$ cat config.mk
export PLATFORM = sky130hd
export DESIGN_NAME = ext_mem_arbiter
export DESIGN_NICKNAME = d
export VERILOG_FILES = /design/src/rtl/ext_mem_arbiter.sv
export SDC_FILE = /design/constraint.sdc
export NUM_CORES = 1
export LEC_CHECK = 0
export BUFFER_PORTS_ARGS = -buffer_cell sky130_fd_sc_hd__buf_2
export CAP_MARGIN = 10
export CORE_AREA = 2 2 121 123
export CTS_CLUSTER_DIAMETER = 150
export CTS_CLUSTER_SIZE = 10
export DETAILED_ROUTE_END_ITERATION = 7
export DIE_AREA = 0 0 123 125
export PLACE_DENSITY = 0.88
export SYNTH_ARGS = -nofsm -noshare
export SYNTH_HDL_FRONTEND = slang
export SYNTH_SLANG_ARGS = --single-unit
export TNS_END_PERCENT = 50
$ cat constraint.sdc
create_clock -name clk -period 10.46 [get_ports clk]
set_clock_uncertainty 0.15 [all_clocks]
set_input_delay 1.569 -clock clk [delete_from_list [all_inputs] [get_ports clk]]
set_output_delay 1.569 -clock clk [all_outputs]
set_load 0.02 [all_outputs]
$ cat src/rtl/ext_mem_arbiter.sv
// Round-robin arbiter sharing one memory port between the core ext_* bus (C)
// and the Wishbone slave (W). One transaction in flight; a watchdog errors out stalled accesses.
module ext_mem_arbiter #(
    parameter int unsigned ADDR_W   = 32,
    parameter int unsigned TIMEOUT  = 255,
    parameter logic [31:0] ERR_DATA = 32'hDEADBEEF
) (
    input  logic              clk,
    input  logic              reset,
    input  logic              ext_valid,
    input  logic              ext_instruction,
    input  logic [ADDR_W-1:0] ext_address,
    input  logic [31:0]       ext_write_data,
    input  logic [3:0]        ext_write_strobe,
    output logic              ext_ready,
    output logic [31:0]       ext_read_data,
    input  logic              wbs_cyc_i,
    input  logic              wbs_stb_i,
    input  logic              wbs_we_i,
    input  logic [3:0]        wbs_sel_i,
    input  logic [ADDR_W-1:0] wbs_adr_i,
    input  logic [31:0]       wbs_dat_i,
    output logic              wbs_ack_o,
    output logic [31:0]       wbs_dat_o,
    output logic              mem_valid,
    output logic              mem_we,
    output logic              mem_fetch,
    output logic [ADDR_W-1:0] mem_addr,
    output logic [31:0]       mem_wdata,
    output logic [3:0]        mem_wstrb,
    input  logic              mem_ready,
    input  logic [31:0]       mem_rdata,
    output logic              timeout_err
);

    localparam int unsigned CNT_W = (TIMEOUT > 0) ? $clog2(TIMEOUT + 1) : 1;

    typedef enum logic [1:0] {
        IDLE  = 2'd0,
        ISSUE = 2'd1,
        RESP  = 2'd2
    } state_t;

    state_t           state;
    logic             last_w;   // 1 when the most recent grant went to W
    logic             owner_w;  // requester of the transaction in flight
    logic [CNT_W-1:0] wd_cnt;
    logic             req_c;
    logic             req_w;
    logic             pick_w;
    logic             wd_expire;
    logic [31:0]      resp_data;

    assign req_c  = ext_valid;
    assign req_w  = wbs_cyc_i & wbs_stb_i;
    assign pick_w = req_w & (~req_c | ~last_w);

    // Expires on the TIMEOUT-th ISSUE cycle without mem_ready; a same-cycle ready wins.
    assign wd_expire = (TIMEOUT != 0) && (wd_cnt == CNT_W'(TIMEOUT - 1));

    always_comb begin
        resp_data = ERR_DATA;
        if (mem_ready) begin
            resp_data = mem_we ? 32'h0 : mem_rdata;
        end
    end

    always_ff @(posedge clk or posedge reset) begin
        if (reset) begin
            state         <= IDLE;
            last_w        <= 1'b1;
            owner_w       <= 1'b0;
            wd_cnt        <= '0;
            ext_ready     <= 1'b0;
            ext_read_data <= 32'h0;
            wbs_ack_o     <= 1'b0;
            wbs_dat_o     <= 32'h0;
            mem_valid     <= 1'b0;
            mem_we        <= 1'b0;
            mem_fetch     <= 1'b0;
            mem_addr      <= '0;
            mem_wdata     <= 32'h0;
            mem_wstrb     <= 4'h0;
            timeout_err   <= 1'b0;
        end else begin
            ext_ready   <= 1'b0;
            wbs_ack_o   <= 1'b0;
            timeout_err <= 1'b0;
            case (state)
                IDLE: begin
                    if (req_c | req_w) begin
                        owner_w   <= pick_w;
                        last_w    <= pick_w;
                        wd_cnt    <= '0;
                        mem_valid <= 1'b1;
                        state     <= ISSUE;
                        if (pick_w) begin
                            mem_we    <= wbs_we_i;
                            mem_wstrb <= wbs_we_i ? wbs_sel_i : 4'h0;
                            mem_fetch <= 1'b0;
                            mem_addr  <= wbs_adr_i;
                            mem_wdata <= wbs_dat_i;
                        end else begin
                            mem_we    <= |ext_write_strobe;
                            mem_wstrb <= ext_write_strobe;
                            mem_fetch <= ext_instruction;
                            mem_addr  <= ext_address;
                            mem_wdata <= ext_write_data;
                        end
                    end
                end
                ISSUE: begin
                    if (mem_ready || wd_expire) begin
                        mem_valid   <= 1'b0;
                        timeout_err <= ~mem_ready;
                        state       <= RESP;
                        // Pulse only if the owner is still requesting; the access completes regardless.
                        if (owner_w) begin
                            wbs_dat_o <= resp_data;
                            wbs_ack_o <= req_w;
                        end else begin
                            ext_read_data <= resp_data;
                            ext_ready     <= req_c;
                        end
                    end else begin
                        wd_cnt <= wd_cnt + CNT_W'(1);
                    end
                end
                RESP: begin
                    wd_cnt <= '0;
                    state  <= IDLE;
                end
                default: begin
                    mem_valid <= 1'b0;
                    state     <= IDLE;
                end
            endcase
        end
    end

endmodule
==> results.py <==
metrics = {
    "clock_tree": {
        "insertion_delay_ns": 0.41,
        "cts.clk_slew.worst_paths_ns": 0.06,
        "cts_root_buf": "clkbuf_16",
        "htreeDepth": 4,
        "cts_resized": 0,
        "post-cts-setup-buffers": 0,
        "cts_tree": "built",
        "clock_path_buffers": 2,
        "cts.sinks": 150,
        "postCtsHoldBufs": 0,
        "numCtsBuffers": 17,
    },
    "critical_path": {
        "path_cells": "buf_2",
        "cp.buffers_inverters": 1,
        "crit_family": "flip-flops",
        "crit_arrival_ns": 1.56,
        "startpoint_type": "flip-flop",
        "worstSetupPathType": "flip-flop to output pin",
        "cp_slowest_cell": "dfrtp_1",
        "critical_path.max_fanout": 28,
        "max_stage_delay_ns": 0.85,
        "end_kind": "output pin",
        "cp.required_ns": 8.74,
    },
    "detailed_routing": {
        "num_vias": 5951,
        "drt-vias-per-instance": 5.27,
        "drc": 0,
        "firstDrtPassIters": 5,
        "drt-initial-drc-count": 323,
        "routed_wl_um": 18700,
        "routedWlPerCell_um": 16.5,
        "final_antenna_net_count": 0,
    },
    "yosys": {
        "synthArstFlopShare_pct": 100,
        "syn-num-nets": 818,
        "syn_area_per_cell_sq_um": 10.1,
        "netlist_instances": 640,
        "synth_edf_count": 0,
        "synth_top_area_cell": "dfrtp_1",
        "syn_area_sq_um": 6470,
        "yosys_warnings": 0,
        "synth.distinct_cells": 44,
        "synth_top_cell_area_share_pct": 57.6,
        "synth_top_flop_cell": "dfrtp_1",
        "yosysSeqAreaShare_pct": 58.0,
        "ys_ff_latch": 150,
        "synthTopCellsByArea": "dfrtp_1, nand2_1, a31oi_1",
    },
    "power_and_ir_drop": {
        "p_comb_share_pct": 42.4,
        "internal-power_mw": 1.65,
        "powerDensity_nw_per_um2": 325,
        "seq_power_share_pct": 36.6,
        "p_switching_mw": 1.17,
        "leakage_nw": 4.30,
        "swShare_pct": 41.4,
        "vdd_drop_max_uv": 169,
        "pwr-share-clk_pct": 21.0,
        "power_mw": 2.82,
    },
    "run": {
        "drv_cap": 0,
    },
    "floorplanning": {
        "coreArea_sq_um": 14200,
        "die_area_sq_um": 15400,
        "io_pins": 314,
        "start_util_pct": 45.6,
        "die_y_um": 125,
        "rows": 44,
        "die_w_um": 123,
    },
    "min_path": {
        "hp-class": "flip-flop to flip-flop",
    },
    "timing": {
        "rsz0062_at_grt": "false",
        "setup_ws_ns": 7.18,
        "period_share_pct": 31.3,
        "min_period_ns": 3.28,
        "setup_violations": 0,
        "setup_tns_ns": 0,
        "report.final.slew_viol_count": 0,
        "max_freq_mhz": 305,
        "finalHoldWorstSlack_ns": 0.317,
        "hold_viol_final": 0,
        "tightest_slew_ns": 1.01,
        "slew_headroom_pct": 33.0,
    },
    "cells_and_area": {
        "layout.nets": 1107,
        "ff_latch_area_sq_um": 3750,
        "multi_input_area_sq_um": 2460,
        "drive_gt1_share_pct": 39.3,
        "n_fill_cell": 1187,
        "syn_to_final_growth_pct": 33.8,
        "fin_area_sq_um": 8660,
    },
    "place": {
        "place.gp.congestion": 0.864,
        "placed_area_sq_um": 8080,
        "detailed_place_hpwl_um": 13600,
        "io_buffers": 313,
        "preCtsSetupSlack_ns": 6.85,
    },
    "global_routing": {
        "first_global_vias": 5722,
        "grt_overflow": 0,
        "grtUsageTotal_pct": 24.2,
        "use_met2_pct": 39.7,
        "gr-max-usage-layer": "met2",
        "grt_max_degree": 104,
        "grtUsageMet1_pct": 29.3,
        "grtUsageMet3_pct": 7.44,
        "grt_pass1_wl_um": 28700,
        "antenna_found_initial": 4,
    },
    "run_status": {
        "outcome": "completed",
    },
}
==> registers in the layout (all words and copies together) (netlist names) <==
| signal | cells |
|---|---|
| wbs_ack_o | 1 |
| wd_cnt | 8 |
| mem_fetch | 1 |
| ext_ready | 1 |
| state | 2 |
| mem_wdata | 32 |
| mem_valid | 1 |
| mem_wstrb | 4 |
| mem_addr | 32 |
| timeout_err | 1 |
| ext_read_data | 32 |
| owner_w | 1 |
| wbs_dat_o | 32 |
| mem_we | 1 |
| last_w | 1 |
==> logic make-up (layout without fill, tap and decap cells) <==
family	after synthesis	after routing	synth area share, %
AND/OR/NAND/NOR	279	279	18.8
AO/OA/AOI/OAI	154	154	18.0
flip-flops	150	150	58.0
buffers and inverters	52	354	4.27
multiplexers	3	3	0.483
adder cells (fa/ha/maj)	2	2	0.387
other	0	3	0
==> cells in the mapped netlist, types with 3 or more instances <==
library cell,instances
a2bb2oi_1,48
o31ai_1,3
dfrtp_1,149
nand2b_1,24
nand3_1,10
clkbuf_1,17
a22o_1,16
buf_6,5
a31oi_1,69
nand2_1,146
buf_2,23
nor2_1,77
nor3_1,3
o22a_2,3
o21ai_0,3
and3_1,6
buf_4,4
a21oi_1,3
==> cell usage in the layout (no fill, tap or decap), drive strengths merged, types with 2 or more instances in the layout <==
master    instances
o22a              3
nor3b             2
o21ai             4
nor3              4
a31oi            69
clkbuf           18
diode             3
a22o             16
nor2b             3
clkinvlp          5
inv               9
and3              6
a21o              3
a211o             2
nand3            10
dfrtp           149
nand2b           25
buf             320
a21oi             3
nand2           146
o31ai             3
ha                2
mux2i             2
nor2             77
a2bb2oi          48
==> routing by layer <==
metal,part of all wire (%),vias to the layer above
li1,-,2821
met1,39,2840
met2,50,258
met3,8.6,30
met4,2.3,2
met5,0.054,-
==> path summary, 6_finish.rpt <==
check	from	endpoint	slack, ns	depth (start not counted)
worst max-delay path	mem_we$_DFFE_PP0P_	mem_we	7.18	1
worst min-delay path	mem_fetch$_DFFE_PP0P_	mem_fetch$_DFFE_PP0P_	0.32	2
worst max register to register	state[0]$_DFFE_PP0P_	mem_wdata[13]$_DFFE_PP0P_	8.04	4
worst min register to register	mem_fetch$_DFFE_PP0P_	mem_fetch$_DFFE_PP0P_	0.32	2
max in group asynchronous	reset	wd_cnt[3]$_DFFE_PP0P_	7.67	3
min in group asynchronous	reset	wbs_dat_o[4]$_DFFE_PP0P_	1.11	2
==> power groups by stage <==
stage / registers (mW) / logic, mW / clock network, mW
floorplan: 1.32 / 0.511 / 0
global placement: 1.03 / 1.17 / 0
detailed placement: 1.03 / 1.21 / 0
CTS: 1.03 / 1.20 / 0.604
global route: 1.06 / 1.29 / 0.632
finish: 1.03 / 1.19 / 0.591
==> through the flow <==
stage               util, %  cells
finish                 61.0   1129
global route           61.0   1129
detailed placement     56.9   1094
CTS                    60.9   1126
global placement       56.9   1094
floorplan                 -    640
==> cell type report <==
cell class | count | area share, %
sequential | 150 | 43.3
multi-input combinational | 438 | 28.4
timing repair buffer | 320 | 18.7
clock buffer | 18 | 5.07
tap | 184 | 2.66
clock inverter | 14 | 1.62
inverter | 2 | 0.144
antenna | 3 | 0.0867
(Power assumes the default switching activity.)
